$ cat src/rtl/legv8_pkg.sv
// legv8_pkg
// Shared definitions for the LEGv8 single-cycle datapath register file.
//   RF_DATA_WIDTH / RF_ADDR_WIDTH : default register width and index width
//   XZR_IDX                       : index of the hardwired zero register
//   rf_state_t                    : register file FSM states (INIT sweep, RUN)
package legv8_pkg;

   localparam int RF_DATA_WIDTH = 64;
   localparam int RF_ADDR_WIDTH = 5;
   localparam int XZR_IDX       = 31;

   typedef enum logic {
      INIT = 1'b0,
      RUN  = 1'b1
   } rf_state_t;

endpackage

$ cat src/rtl/rf_ram.sv
// rf_ram
// Storage for the architectural registers X0..X30 (XZR is not stored).
// One synchronous write port and three asynchronous read ports; no reset,
// so the array can map onto distributed/LUT RAM.
// Ports:
//   clk    : clock, write happens on the rising edge
//   we     : write enable
//   waddr  : write index (indices >= DEPTH are dropped)
//   wdata  : write value
//   raddr  : three read indices, packed [port]
//   rdata  : three read values, packed [port]; indices >= DEPTH read 0
module rf_ram
   import legv8_pkg::*;
#(
   parameter int DATA_WIDTH = RF_DATA_WIDTH,
   parameter int ADDR_WIDTH = RF_ADDR_WIDTH
) (
   input  logic                       clk,
   input  logic                       we,
   input  logic [ADDR_WIDTH-1:0]      waddr,
   input  logic [DATA_WIDTH-1:0]      wdata,
   input  logic [2:0][ADDR_WIDTH-1:0] raddr,
   output logic [2:0][DATA_WIDTH-1:0] rdata
);

   // The top index is the zero register and has no backing storage.
   localparam int DEPTH = (2 ** ADDR_WIDTH) - 1;
   localparam logic [ADDR_WIDTH-1:0] LAST_IDX = ADDR_WIDTH'(DEPTH - 1);

   logic [DATA_WIDTH-1:0] mem [DEPTH];

   always_ff @(posedge clk) begin
      if (we && (waddr <= LAST_IDX)) begin
         mem[waddr] <= wdata;
      end
   end

   // Out-of-range indices are guarded here so the array is never read past
   // its end.
   for (genvar gi = 0; gi < 3; gi++) begin : g_rd
      assign rdata[gi] = (raddr[gi] <= LAST_IDX) ? mem[raddr[gi]] : '0;
   end

endmodule

$ cat src/rtl/reg_file_64.sv
// reg_file_64
// 64-bit x 32-entry register file for the LEGv8 single-cycle datapath.
// X31 reads as zero (XZR) and writes to it are discarded. After reset an
// INIT sweep writes zero to X0..X30, one entry per edge, so the storage
// needs no reset tree; ready rises once the sweep is done.
// Ports:
//   clk, reset           : clock and synchronous active-high reset
//   read_reg1/read_data1 : combinational read port 1 (ALU R1)
//   read_reg2/read_data2 : combinational read port 2 (ALU R2)
//   reg_write, write_reg,
//   write_data           : write-back port, committed on the rising edge
//   dbg_addr/dbg_data    : registered debug read port
//   ready                : 1 once the clear sweep has completed
module reg_file_64
   import legv8_pkg::*;
#(
   parameter int DATA_WIDTH = RF_DATA_WIDTH,
   parameter int ADDR_WIDTH = RF_ADDR_WIDTH
) (
   input  logic                  clk,
   input  logic                  reset,
   input  logic [ADDR_WIDTH-1:0] read_reg1,
   input  logic [ADDR_WIDTH-1:0] read_reg2,
   output logic [DATA_WIDTH-1:0] read_data1,
   output logic [DATA_WIDTH-1:0] read_data2,
   input  logic                  reg_write,
   input  logic [ADDR_WIDTH-1:0] write_reg,
   input  logic [DATA_WIDTH-1:0] write_data,
   input  logic [ADDR_WIDTH-1:0] dbg_addr,
   output logic [DATA_WIDTH-1:0] dbg_data,
   output logic                  ready
);

   localparam logic [ADDR_WIDTH-1:0] XZR      = ADDR_WIDTH'(XZR_IDX);
   localparam logic [ADDR_WIDTH-1:0] LAST_CLR = ADDR_WIDTH'(XZR_IDX - 1);

   rf_state_t             state_reg, state_next;
   logic [ADDR_WIDTH-1:0] clr_idx_reg, clr_idx_next;
   logic [DATA_WIDTH-1:0] dbg_data_reg, dbg_data_next;

   logic                       ram_we;
   logic [ADDR_WIDTH-1:0]      ram_waddr;
   logic [DATA_WIDTH-1:0]      ram_wdata;
   logic [2:0][ADDR_WIDTH-1:0] ram_raddr;
   logic [2:0][DATA_WIDTH-1:0] ram_rdata;
   logic [2:0][DATA_WIDTH-1:0] rd_masked;

   rf_ram #(
      .DATA_WIDTH (DATA_WIDTH),
      .ADDR_WIDTH (ADDR_WIDTH)
   ) u_ram (
      .clk   (clk),
      .we    (ram_we),
      .waddr (ram_waddr),
      .wdata (ram_wdata),
      .raddr (ram_raddr),
      .rdata (ram_rdata)
   );

   assign ram_raddr[0] = read_reg1;
   assign ram_raddr[1] = read_reg2;
   assign ram_raddr[2] = dbg_addr;

   // XZR and the whole INIT phase read as zero on every port. No
   // write-to-read bypass: the write-back value is derived from these reads.
   for (genvar gi = 0; gi < 3; gi++) begin : g_mask
      assign rd_masked[gi] = ((state_reg == INIT) || (ram_raddr[gi] == XZR))
                             ? '0 : ram_rdata[gi];
   end

   assign read_data1 = rd_masked[0];
   assign read_data2 = rd_masked[1];
   assign dbg_data   = dbg_data_reg;
   assign ready      = (state_reg == RUN);

   always_ff @(posedge clk) begin
      if (reset) begin
         state_reg    <= INIT;
         clr_idx_reg  <= '0;
         dbg_data_reg <= '0;
      end else begin
         state_reg    <= state_next;
         clr_idx_reg  <= clr_idx_next;
         dbg_data_reg <= dbg_data_next;
      end
   end

   always_comb begin
      state_next    = state_reg;
      clr_idx_next  = clr_idx_reg;
      dbg_data_next = rd_masked[2];
      ram_we        = 1'b0;
      ram_waddr     = write_reg;
      ram_wdata     = write_data;

      case (state_reg)
         INIT: begin
            // The sweep owns the write port; reg_write is ignored here.
            ram_we       = !reset;
            ram_waddr    = clr_idx_reg;
            ram_wdata    = '0;
            clr_idx_next = clr_idx_reg + 1'b1;
            if (clr_idx_reg == LAST_CLR) begin
               state_next = RUN;
            end
         end
         RUN: begin
            ram_we = reg_write && (write_reg != XZR) && !reset;
         end
         default: begin
            state_next = INIT;
         end
      endcase
   end

endmodule
$ cat config.mk
export PLATFORM = sky130hd
export DESIGN_NAME = reg_file_64
export DESIGN_NICKNAME = d
export VERILOG_FILES = /design/src/rtl/legv8_pkg.sv /design/src/rtl/rf_ram.sv /design/src/rtl/reg_file_64.sv
export SDC_FILE = /design/constraint.sdc
export NUM_CORES = 2
export LEC_CHECK = 0
export CAP_MARGIN = 20
export CELL_PAD_IN_SITES_DETAIL_PLACEMENT = 1
export CELL_PAD_IN_SITES_GLOBAL_PLACEMENT = 1
export CORE_AREA = 5 5 425 594
export DETAILED_ROUTE_END_ITERATION = 16
export DIE_AREA = 0 0 430 599
export DONT_BUFFER_PORTS = 1
export HOLD_SLACK_MARGIN = 0.08
export PLACE_DENSITY_LB_ADDON = 0.12
export SLEW_MARGIN = 20
export SYNTH_ARGS = -nofsm -noshare
export SYNTH_HDL_FRONTEND = slang
export SYNTH_SLANG_ARGS = --single-unit
$ cat constraint.sdc
create_clock -name clk -period 13.25 [get_ports clk]
set_input_delay 1.325 -clock clk [delete_from_list [all_inputs] [get_ports clk]]
set_output_delay 1.325 -clock clk [all_outputs]
set_load 0.005 [all_outputs]
# After elaboration in Yosys (flattened, before gate mapping)
# Memory sizes are Yosys's and may differ from the RTL's. A register that Yosys moved wholly into a read port is not among the register bits.
# Cells that the tools add are included.
[classes] bitwise=2 n_reduce_logical=8 n_eq_ne=5 order_cmp=4 add_sub_neg=1 mux=11
[ops] cell="64-bit 2-to-1 mux" n=5
[ops] cell="5-bit equality test (second input constant)" n=4
[ops] cell="5-bit less-or-equal comparator (second input constant)" n=4
[ops] cell="5-bit by 1-bit adder with 5-bit output (second input constant)" n=1
[ops] cell="5-bit 2-to-1 mux" n=1
[ops] cell="5-bit != test (second input constant)" n=1
[ops] cell="1-bit 2-to-1 mux" n=4
[ops] cell="1-bit logical AND" n=3
[ops] cell="1-bit logical OR" n=3
[ops] cell="3-bit OR reduction" n=1
[ops] cell="1-bit inverter" n=2
[ops] cell="1-bit one-hot mux with 2 select lines" n=1
[ops] cell="1-bit zero test" n=1
[word_totals] regBits=6 elab_cells=34 ramBits=1984 mem_count=1 out_inout_bits=193 in_bits=87
[memory_table] memory="u_ram.mem" words=31 width=64 rd=3 rd_clocked_by_memory_dff=1 write_ports=1 line="rf_ram.sv:30" rtl="logic [DATA_WIDTH-1:0] mem [DEPTH];"

# Depth between registers and ports, before layout
[logic_depth] ltp_word=7 mapped_depth=10 depth_no_buf=5

# Cells and area by module
# From an unflattened synthesis, not the netlist that was laid out.
[hier_totals] hier_cells=6676 hier_area_um2=111904.8
[by_module_without_submodules] module="rf_ram" seq_area_each_um2=59577.1 area_each_um2=108425.2 cells_each=6272 instances=1
[by_module_without_submodules] module="reg_file_64" seq_area_each_um2=1401.3 area_each_um2=3479.6 cells_each=404 instances=1

# Least setup slack after synthesis
# No wires, ideal clock.
[synth_timing] path_type="input to register" from="in write_reg[0]" to="mem u_ram.mem[12][0] (netlist name) (enable)" path_stages=3 setup_slack_ns=8.009 path_buffers=0 required_time_ns=12.763 t_arrival_ns=4.754 setup_time_ns=0.487 path_cell_list="a31oi_1 o211ai_1 nor2_1"
[synth_via] elab_chain_len=7 elab_cells_between_ends=9 classes_between="1 x order compare; 1 x eq/ne; 4 x mux; 3 x reduce/logical"
[synth_lines] element="start, declared" line="reg_file_64.sv:27" rtl="input logic [ADDR_WIDTH-1:0] write_reg,"
[synth_lines] element="parallel branches: the longest is 7 deep, another holds 5-bit less-or-equal comparator"
[synth_lines] element="end, declared" line="rf_ram.sv:30"
# Several ways; the timed one is not identified.

# Final worst setup path
[layout_timing] from="in read_reg1[0]" to="out read_data1[47]"
[layout_via] elab_chain_len=3 elab_cells_between_ends=6 classes_between="1 x order compare; 1 x eq/ne; 2 x mux; 1 x reduce/logical; 1 x memory"
[layout_lines] element="start, declared" line="reg_file_64.sv:22" rtl="input logic [ADDR_WIDTH-1:0] read_reg1,"
[layout_lines] element="memory 31 x 64 bit, or another cell as far along"
[layout_lines] element="64-bit 2-to-1 mux or 1-bit logical OR (tied branches)" line="rf_ram.sv:41, reg_file_64.sv:67"
[layout_lines] element="64-bit 2-to-1 mux *" line="reg_file_64.sv:68" rtl="? '0 : ram_rdata[gi];"
[layout_lines] element="end, declared" line="reg_file_64.sv:24" rtl="output logic [DATA_WIDTH-1:0] read_data1,"
# Every way passes the cells marked *; elsewhere a longest branch is shown, timed or not.

==> summary.md <==
| Metric | Value |
|---|---|
| Skew final | between 0.04 and 0.05 ns |
| Worst EP required | between 10 and 15 ns |
| Port bufs | 0 |
| FF-to-FF Start | ready |
| Grt total ovfl | 0 |
| Largest net degree at the start of global routing | roughly 610 |
| Layout Nets | about 6100 |
| DRC marker count from the first detailed-route iteration | between 7000 and 8000 |
| Period minus WS final | roughly 7.5 ns |
| RSZ-0062 raised after global routing | false |
| GRT Overall Usage | a little over 30% |
| Post-synth top area share | between 50% and 60% |
| Synth cell count leaders | edfxtp_1, mux4_2, mux2i_1, clkbuf_1, nand2_1 |
| DR WL met2 | 197 mm |
| Final Hold Fails | 0 |
| Setup slack, reg-to-reg | ~8.8 ns |
| Rows | roughly 220 |
| CTS tree | built |
| Clk buf depth | 4 |
| Placed cell count | ~9000 |
| Crit path capture type | primary output |
| # DRC | 0 |
| Number of synthesized flops with an enable pin | ~2000 |
| Post-CTS Repair Setup Buffers | 0 |
| Fmax | between 0.1 and 0.15 GHz |
| DR top layer | met5 |
| Die X | about 430 um |
| Starting Density | roughly 45% |
| Clock Pin Slew Worst Setup and Hold Paths | ~0.060 ns |
| WL/cell | 42.4 um |
| Primary FF master, synth | edfxtp_1 |
| Outcome | finished, violations left |
| Synthesis warning total | 0 |
| Worst Hold Path EP | ready |
| DP HPWL | between 200 and 250 mm |
| Vias in the first global route | a little over 70000 |
| Violated checks | slew limit |
| Tightest Pin Transition | between 2 and 2.5 ns |
| Detail Route Antenna Nets | 0 |
| Post_cts resized | 0 |
| Via/cell ratio | 7.16 |
| I/O pins | 280 |
| Final period utilization | a little under three fifths |
| Synth async-reset ratio | 0% |
| CP Class | in2out |
| WP data arrival | between 6 and 7 ns |
| Register area share after synthesis | 55.4% |
| Cts bufs inserted | about 220 |
| Cell count after synthesis | between 6000 and 7000 |
| Share of cells above drive strength 1 | a little under a third |
| Peak VDD IR | ~0.00015 V |
| Via count | about 68000 |
| Synth cell types | 66 |
| Area growth syn-to-layout | 9.33% |
| Worst-path fanout max | between 100 and 150 |
| Startpoint types | input pin |
| Skew-Pair Late Insertion Delay | approximately 0.88 ns |
| Die height | approximately 600 um |
| Post-route insts no fill | roughly 9500 |
| Metal3 WL | about 33 mm |
| Final setup TNS | 0 ns |
| Metal-1 WL | 155 mm |
| H-tree levels | 4 |
| Syn avg cell area | ~18 um2 |
| Worst hold path depth | 1 |
| Post-Syn Nets | roughly 6300 |
| Synth top area cells | edfxtp_1, mux4_2, mux2i_1 |
| Final GP Congestion | approximately 0.8 |
| # fillers | between 20000 and 25000 |
| Core Util, Final | 48.8% |
| Core box area | roughly 250000 um2 |
| Worst reg2reg path endpoint | u_ram.mem[22][58] |
| Sink Count | ~2000 |
| Initial antenna violation count | 32 |
| Count leader, synth | edfxtp_1 |
| Setup crit start | read_reg1[0] |
| Cell Area, Synth | between 100000 and 150000 um2 |
| Full die area | about 260000 um2 |
| Largest area contributor in the netlist | edfxtp_1 |
| HP Start | reset |
| Count of state elements after synthesis | 2054 |
| Root Buffer | clkbuf_16 |
| P_leak | 0.0384 uW |
| Power per cell area | roughly 120 nW/um2 |
| R2R depth | 6 |
| # setup viols final | 0 |
| Final slew viol count | between 150 and 200 |
| CTS Hold Bufs | 0 |
| Tot Pwr | 14400 uW |
| DRT Pass-1 Iters | 5 |
| First-pass GRT wire length | 561 mm |
| Max-capacitance violation count | 0 |
| Min-delay worst type | in2reg |
| Max FFs per register | 1984 |
| Worst rel slew slack | -37.8% |
| Routed WL | between 400 and 500 mm |
-- cells by family after synthesis --
family	count (synthesis)	share of synthesized area, %
buffers and inverters	585	2.66
XOR/XNOR	4	0.0318
AND/OR/NAND/NOR	600	2.55
flip-flops	2054	55.4
AO/OA/AOI/OAI	794	5.51
adder cells (fa/ha/maj)	2	0.0227
multiplexers	2181	33.8
-- cells in the final DEF (no fill, tap or decap), types with 42 or more instances in the layout --
master / count
edfxtp_1: 1984
mux4_2: 1227
mux2i_1: 888
nand2_1: 255
clkbuf_16: 220
o221ai_1: 177
o21ai_0: 150
o22a_1: 129
buf_4: 110
and2_1: 86
nor2_1: 79
o22ai_1: 69
dfxtp_1: 69
a22oi_1: 64
mux2_2: 64
clkbuf_1: 51
a211oi_1: 49
nand3_1: 42
-- report_power, final --
part	internal (uW)	switching, uW
combinational	547	578
clock	3510	2660
sequential	7060	28.3
total	11100	3270
-- worst max-delay path, stage by stage --
cell and delay (ns):
buf_16 0.75, buf_16 0.92, buf_16 0.77, buf_16 0.76
mux4_2 0.60, mux2i_1 0.30, o22a_1 0.21, o221ai_1 0.17
-- layout make-up --
type                    count  area [um2]  area share, %
flip-flops and latches   2054       61000           50.7
multi-input cells        3581       46600           38.7
clock buffers             299        6080           5.05
well taps                3270        4090           3.40
repair buffers            141        1610           1.34
clock inverters            98         940          0.781
diodes                     21        52.6         0.0437
inverters                   8        35.0         0.0291
-- worst max-delay path by stage --
stage | to | cells after the start
after floorplan | u_ram.mem[12][0] | 3
after global placement | read_data1[52] | 4
after detailed placement | read_data2[52] | 4
after CTS | read_data1[24] | 4
after global routing | read_data1[63] | 8
final | read_data1[47] | 8
-- layer usage --
layer,track usage [%],vias to the layer above
met2,50.5,3365
met5,0,-
met1,40.4,37300
li1,-,26400
met3,5.85,781
met4,11.2,10
-- per-stage QoR --
step                hold slack, ns  area, um2  setup WS [ns]
floorplan                    0.514     110000           8.01
global placement             0.540     113000           8.15
detailed placement           0.556     113000           8.23
CTS                          0.452     120000           7.52
global route                 0.482     120000           5.27
finish                       0.507     120000           5.73
Note: power is estimated with default switching activity, not from simulation.
